--- src/rtl/pixel_write_if.sv ---
// pixel_write_if
//   Bundles the plot-request handshake, the clear control/status and the
//   framebuffer write port of pixel_write_stage.
//   master : upstream/controller side (drives requests and clear_req,
//            observes ready, status and the framebuffer write port).
//   slave  : pixel_write_stage side.
//   Signals: in_valid/in_ready/in_x[7:0]/in_y[6:0]/in_col[2:0] plot request,
//            clear_req, busy, clear_done,
//            vga_x[7:0]/vga_y[6:0]/vga_col[2:0]/vga_plot framebuffer write.
interface pixel_write_if;
  logic       in_valid;
  logic       in_ready;
  logic [7:0] in_x;
  logic [6:0] in_y;
  logic [2:0] in_col;
  logic       clear_req;
  logic       busy;
  logic       clear_done;
  logic [7:0] vga_x;
  logic [6:0] vga_y;
  logic [2:0] vga_col;
  logic       vga_plot;

  modport master (
    output in_valid, in_x, in_y, in_col, clear_req,
    input  in_ready, busy, clear_done, vga_x, vga_y, vga_col, vga_plot
  );

  modport slave (
    input  in_valid, in_x, in_y, in_col, clear_req,
    output in_ready, busy, clear_done, vga_x, vga_y, vga_col, vga_plot
  );
endinterface

--- src/rtl/pixel_write_stage.sv ---
// pixel_write_stage
//   Buffered pixel-write stage between the circle controller and the VGA
//   framebuffer write port (160x120, 3-bit colour). Plot requests are
//   queued in a FIFO and written at most one per clock. On clear_req the
//   stage drains pending pixels, then sweeps the whole screen with
//   CLEAR_COLOR while still buffering new requests.
//   Ports:
//     clk  - system clock, rising edge
//     rst  - asynchronous active-low reset
//     bus  - pixel_write_if.slave (request handshake, clear control,
//            busy/clear_done status, registered framebuffer write port)
//   Optional feature: define PIXEL_WRITE_CLIP_EN to drop (accept without
//   pushing) requests with in_x > X_MAX or in_y > Y_MAX.
module pixel_write_stage #(
  parameter int         FIFO_DEPTH  = 8,
  parameter int         X_MAX       = 159,
  parameter int         Y_MAX       = 119,
  parameter logic [2:0] CLEAR_COLOR = 3'b000
) (
  input  logic         clk,
  input  logic         rst,
  pixel_write_if.slave bus
);

  localparam int AW = $clog2(FIFO_DEPTH);

  typedef enum logic [1:0] {RUN, DRAIN, CLEAR} state_t;

  state_t      state, state_nxt;
  logic [AW:0] wr_ptr, rd_ptr;
  logic [17:0] mem [FIFO_DEPTH];
  logic [17:0] rd_data;
  logic        empty, full;
  logic        ready, accept, push, pop;
  logic [7:0]  cx;
  logic [6:0]  cy;
  logic        sweep_last;
  logic        sweep_end_p0;
  logic        clear_done_p1;
  logic [7:0]  vga_x_p0;
  logic [6:0]  vga_y_p0;
  logic [2:0]  vga_col_p0;
  logic        vga_plot_p0;

  // Pointers carry one extra wrap bit so full and empty are distinguishable.
  assign empty      = (wr_ptr == rd_ptr);
  assign full       = (wr_ptr[AW] != rd_ptr[AW]) && (wr_ptr[AW-1:0] == rd_ptr[AW-1:0]);
  assign rd_data    = mem[rd_ptr[AW-1:0]];
  assign sweep_last = (cx == 8'(X_MAX)) && (cy == 7'(Y_MAX));
  assign accept     = bus.in_valid && ready;

`ifdef PIXEL_WRITE_CLIP_EN
  // Off-screen requests complete the handshake but never reach the FIFO.
  assign push = accept && (bus.in_x <= 8'(X_MAX)) && (bus.in_y <= 7'(Y_MAX));
`else
  assign push = accept;
`endif

  always_comb begin
    state_nxt = state;
    ready     = 1'b0;
    pop       = 1'b0;
    case (state)
      RUN: begin
        ready = !full;
        pop   = !empty;
        if (bus.clear_req) state_nxt = empty ? CLEAR : DRAIN;
      end
      DRAIN: begin
        pop = !empty;
        if (empty) state_nxt = CLEAR;
      end
      CLEAR: begin
        // Requests keep buffering during the sweep but nothing is popped,
        // so they land on screen after the clear.
        ready = !full;
        if (sweep_last) state_nxt = RUN;
      end
      default: state_nxt = RUN;
    endcase
  end

  always_ff @(posedge clk or negedge rst) begin
    if (!rst) begin
      state         <= RUN;
      wr_ptr        <= '0;
      rd_ptr        <= '0;
      cx            <= '0;
      cy            <= '0;
      sweep_end_p0  <= 1'b0;
      clear_done_p1 <= 1'b0;
      vga_x_p0      <= '0;
      vga_y_p0      <= '0;
      vga_col_p0    <= '0;
      vga_plot_p0   <= 1'b0;
    end else begin
      state <= state_nxt;
      if (push) wr_ptr <= wr_ptr + {{AW{1'b0}}, 1'b1};
      if (pop)  rd_ptr <= rd_ptr + {{AW{1'b0}}, 1'b1};

      // Sweep raster: cx fastest; both wrap to 0 after the last pixel so
      // the next sweep starts at (0,0).
      if (state == CLEAR) begin
        if (cx == 8'(X_MAX)) begin
          cx <= '0;
          cy <= sweep_last ? 7'd0 : cy + 7'd1;
        end else begin
          cx <= cx + 8'd1;
        end
      end

      // ---- stage p0: framebuffer write register ----
      if (pop) begin
        vga_x_p0    <= rd_data[17:10];
        vga_y_p0    <= rd_data[9:3];
        vga_col_p0  <= rd_data[2:0];
        vga_plot_p0 <= 1'b1;
      end else if (state == CLEAR) begin
        vga_x_p0    <= cx;
        vga_y_p0    <= cy;
        vga_col_p0  <= CLEAR_COLOR;
        vga_plot_p0 <= 1'b1;
      end else begin
        vga_plot_p0 <= 1'b0;
      end
      sweep_end_p0 <= (state == CLEAR) && sweep_last;

      // ---- stage p1: clear_done follows the last sweep write by a cycle ----
      clear_done_p1 <= sweep_end_p0;
    end
  end

  always_ff @(posedge clk) begin
    if (push) mem[wr_ptr[AW-1:0]] <= {bus.in_x, bus.in_y, bus.in_col};
  end

  assign bus.in_ready   = ready;
  assign bus.busy       = (state != RUN) || !empty;
  assign bus.clear_done = clear_done_p1;
  assign bus.vga_x      = vga_x_p0;
  assign bus.vga_y      = vga_y_p0;
  assign bus.vga_col    = vga_col_p0;
  assign bus.vga_plot   = vga_plot_p0;

endmodule

--- src/flat_wrapper.sv ---
// flat-port wrapper written by rule: the top's interface ports become plain ports
module pixel_write_stage_flat 
#(
  parameter int         FIFO_DEPTH  = 8,
  parameter int         X_MAX       = 159,
  parameter int         Y_MAX       = 119,
  parameter logic [2:0] CLEAR_COLOR = 3'b000
)
  (clk, rst, bus_in_valid, bus_in_x, bus_in_y, bus_in_col, bus_clear_req, bus_in_ready, bus_busy, bus_clear_done, bus_vga_x, bus_vga_y, bus_vga_col, bus_vga_plot);
  pixel_write_if bus_i ();
  input  logic clk;
  input  logic rst;
  input wire logic [$bits(bus_i.in_valid)-1:0] bus_in_valid;
  input wire logic [$bits(bus_i.in_x)-1:0] bus_in_x;
  input wire logic [$bits(bus_i.in_y)-1:0] bus_in_y;
  input wire logic [$bits(bus_i.in_col)-1:0] bus_in_col;
  input wire logic [$bits(bus_i.clear_req)-1:0] bus_clear_req;
  output wire logic [$bits(bus_i.in_ready)-1:0] bus_in_ready;
  output wire logic [$bits(bus_i.busy)-1:0] bus_busy;
  output wire logic [$bits(bus_i.clear_done)-1:0] bus_clear_done;
  output wire logic [$bits(bus_i.vga_x)-1:0] bus_vga_x;
  output wire logic [$bits(bus_i.vga_y)-1:0] bus_vga_y;
  output wire logic [$bits(bus_i.vga_col)-1:0] bus_vga_col;
  output wire logic [$bits(bus_i.vga_plot)-1:0] bus_vga_plot;
  assign bus_i.in_valid = bus_in_valid;
  assign bus_i.in_x = bus_in_x;
  assign bus_i.in_y = bus_in_y;
  assign bus_i.in_col = bus_in_col;
  assign bus_i.clear_req = bus_clear_req;
  assign bus_in_ready = bus_i.in_ready;
  assign bus_busy = bus_i.busy;
  assign bus_clear_done = bus_i.clear_done;
  assign bus_vga_x = bus_i.vga_x;
  assign bus_vga_y = bus_i.vga_y;
  assign bus_vga_col = bus_i.vga_col;
  assign bus_vga_plot = bus_i.vga_plot;
  pixel_write_stage #(.FIFO_DEPTH(FIFO_DEPTH), .X_MAX(X_MAX), .Y_MAX(Y_MAX), .CLEAR_COLOR(CLEAR_COLOR)) u_core (.clk(clk), .rst(rst), .bus(bus_i));
endmodule
--- config.mk ---
export PLATFORM = sky130hd
export DESIGN_NAME = pixel_write_stage_flat
export DESIGN_NICKNAME = d
export VERILOG_FILES = /design/src/rtl/pixel_write_if.sv /design/src/rtl/pixel_write_stage.sv /design/src/flat_wrapper.sv
export SDC_FILE = /design/constraint.sdc
export NUM_CORES = 1
export LEC_CHECK = 0
export ABC_AREA = 1
export CAP_MARGIN = 30
export CORE_AREA = 2 2 143 145
export DETAILED_ROUTE_END_ITERATION = 7
export DIE_AREA = 0 0 145 147
export GPL_TIMING_DRIVEN = 0
export PLACE_DENSITY = 0.64
export REMOVE_ABC_BUFFERS = 1
export SYNTH_ARGS = -nofsm -noshare
export SYNTH_HDL_FRONTEND = slang
export SYNTH_SLANG_ARGS = --single-unit
export TNS_END_PERCENT = 5
--- constraint.sdc ---
create_clock -name clk -period 2.23 [get_ports clk]
set_input_delay 0.669 -clock clk [delete_from_list [all_inputs] [get_ports clk]]
set_output_delay 0.669 -clock clk [all_outputs]
set_load 0.02 [all_outputs]
==> impl_metrics.toml <==
[routing]
wl_per_cell_um = 16.3
via_per_inst = 4.89
ant_nets = 0
drc = 0
m1WireLength_um = 8750
drtPass1Iterations = 6
dr.max_layer_used = "met4"
finalWirelength_um = 20500
wl_met3_um = 1170
met2_length_um = 9990
vias = 6137
drt_iter0_drc = 553

[die]
num_rows = 52
core-area_um2 = 19800
io_pins = 44
die_w_um = 145
fp.dieH_um = 147
die-area_um2 = 21300
start_util_pct = 44.0

[power]
cellLeakagePower_nw = 4.63
peakVddDrop_uv = 588
p_per_area_nw_per_um2 = 823
total_power_w = 0.00859

[sta]
max_freq_mhz = 415
fin_worst_skew_ns = 0.0112
setup_viol = 50
rsz0062_at_grt = "true"
tightest_slew_ns = 0.707
relSlewSlack_pct = 52.8
holdWs_ns = 0.104
timing.final.hold_violations = 0
finalMaxSlewViolations = 0
fin_ws_ns = -0.182
fin_crit_sh_pct = 108
fin_crit_ns = 2.41

[placement]
dp_hpwl_um = 11400
port-buffer-count = 43
dp.cells = 1193
dpl_cell_area_um2 = 9430
place_congestion = 0.788

[critical_path]
start_kind = "flop"
critPathMaxFanout = 13
cp.required_ns = 2.36
critPathCaptureType = "flop"
critPathKind = "reg -> reg"
cp.arrival_ns = 2.55

[global_route]
antenna_found_initial = 0
grt-ovfl-total = 0
grt_start_max_net_pins = 50
grt_pass1_vias = 5713
grt.total_usage_pct = 19.6
grt_pass1_wl_um = 31600

[clock_tree]
cts.sinks = 190
path_clk_slew_ns = 0.07
clockRootBuffer = "clkbuf_16"
cts-buffers-inserted = 17
clkLatencyLatePin_ns = 0.43
h-tree-depth = 4
cts.path.max_buffers = 2
cts_tree = "built"

[layout]
antennaDiodeCount = 0
area_delta_synth_final_pct = 19.7
fin_nets = 998
final_area_um2 = 10400
finalNonFillerCells = 1255
drive_gt1_share_pct = 11.2

[min_path]
hold_class = "in -> async"

[logic_synthesis]
synth_seq_cells = 190
syn-instance-count = 909
synthFlopType = "edfxtp_1"
synth_area_um2 = 8730
yosys.cell_types.count = 31
syn_avg_cell_area_um2 = 9.60
ys_warn_count = 0
synth-edff-count = 144
seq_area_frac_synth_pct = 62.7
async_flop_share_pct = 24.2

[status]
violations = "setup timing"
status = "finished with violations"

[job]
maxCapViolations = 0
-- cell families after synthesis --
group / Yosys count / synth area share, %
xor+xnor: 12 / 1.20
simple gates: 497 / 24.6
flops: 190 / 62.7
buf+inv: 192 / 9.92
compound gates: 14 / 0.946
fa+ha+maj: 4 / 0.574
-- worst max-delay path: stages, from the launching register on --
cell and delay (ns):
dfrtp_4 0.55, inv_12 0.12, nand2_1 0.06, nand2_1 0.08, nor2_2 0.05, nand3_2 0.07
buf_4 0.13, nand3_2 0.31, nor2_4 0.52, buf_16 0.21
-- synthesized netlist by cell type, types with 5 or more instances --
library cell / n / area share (%)
inv_2: 7 / 0.30
xor2_1: 9 / 0.90
nand3_1: 123 / 7.1
nand4_1: 7 / 0.50
buf_4: 5 / 0.43
dfrtp_1: 46 / 13
edfxtp_1: 144 / 50
inv_1: 145 / 6.2
nand2_1: 323 / 14
buf_6: 14 / 1.8
nand2_2: 6 / 0.43
buf_2: 17 / 0.98
nor2_1: 20 / 0.86
-- final timing paths --
path	startpoint	to	slack [ns]	depth (start not counted)
max in group asynchronous	rst	u_core.rd_ptr[1]	1.60	2
min	rst	u_core.rd_ptr[3]	0.10	1
max reg2reg	u_core.rd_ptr[0]	u_core.mem[5][11]	-0.18	9
max	u_core.rd_ptr[0]	u_core.mem[5][11]	-0.18	9
min in group clk	u_core.sweep_end_p0	u_core.bus.clear_done	0.35	0
min reg2reg	u_core.sweep_end_p0	u_core.bus.clear_done	0.35	0
-- what timing repair did --
item	CTS	global route
setup endpoints to repair	175	145
buffers inserted	19	7
hold buffers	0	0
gates cloned	3	1
pin swaps	6	2
gates resized for setup	36	0
hold endpoints to repair	0	0
-- metal layers --
metal / vias to the layer above / global-route usage [%]
li1: 3012 / -
met1: 2900 / 25.3
met2: 189 / 32.9
met3: 36 / 3.48
met4: 0 / 8.07
met5: - / 0
-- cells in the final DEF, fill, tap and decap left out, types with 3 or more instances in the layout --
cell type,instances
inv_6,6
inv_2,5
xor2_1,9
buf_4,18
buf_12,8
o21ai_0,4
ha_1,4
inv_1,144
nor2_4,10
o21ai_1,4
nor2_1,12
xnor2_1,3
clkbuf_1,4
nand2_1,322
buf_16,5
clkbuf_16,17
nand3_1,123
edfxtp_1,144
buf_8,5
bufinv_16,3
dfrtp_1,43
nor2_2,4
nand4_1,7
clkdlybuf4s50_1,40
nand2_2,7
nor3_1,4
-- sequential cells by signal (all words and copies together), names as in the netlist --
signal	cells
u_core.rd_ptr	4
u_core.bus.vga_y	7
u_core.bus.clear_done	1
u_core.bus.vga_x	8
u_core.state	2
u_core.mem	144
u_core.wr_ptr	4
u_core.sweep_end_p0	1
u_core.cx	8
u_core.bus.vga_col	3
u_core.cy	7
u_core.bus.vga_plot	1
-- power by group --
| part | total, W | internal (W) | switching [W] |
|---|---|---|---|
| Combinational | 0.00123 | 0.000466 | 0.000759 |
| Sequential | 0.00435 | 0.00421 | 0.000145 |
| Clock | 0.00302 | 0.00176 | 0.00126 |
| Total | 0.00859 | 0.00643 | 0.00216 |
-- through the flow --
step                worst slack [ns]  setup TNS (ns)  util (%)
floorplan                      -1.36         -221.19         -
global placement               -3.60         -633.64      46.4
detailed placement             -1.25         -174.41      47.5
CTS                           -0.199           -9.31      52.2
global route                  -0.260          -11.76      52.6
finish                        -0.182           -5.97      52.6
-- cell type report --
cell class,count,area [um2]
Fill cell,1709,9400
Timing Repair inverter,4,35.0
Tap cell,270,338
Multi-Input combinational cell,527,2450
Inverter,152,616
Clock inverter,11,140
Sequential cell,190,5480
Timing Repair Buffer,80,941
Clock buffer,21,440
Power figures use the tool's default switching activity.
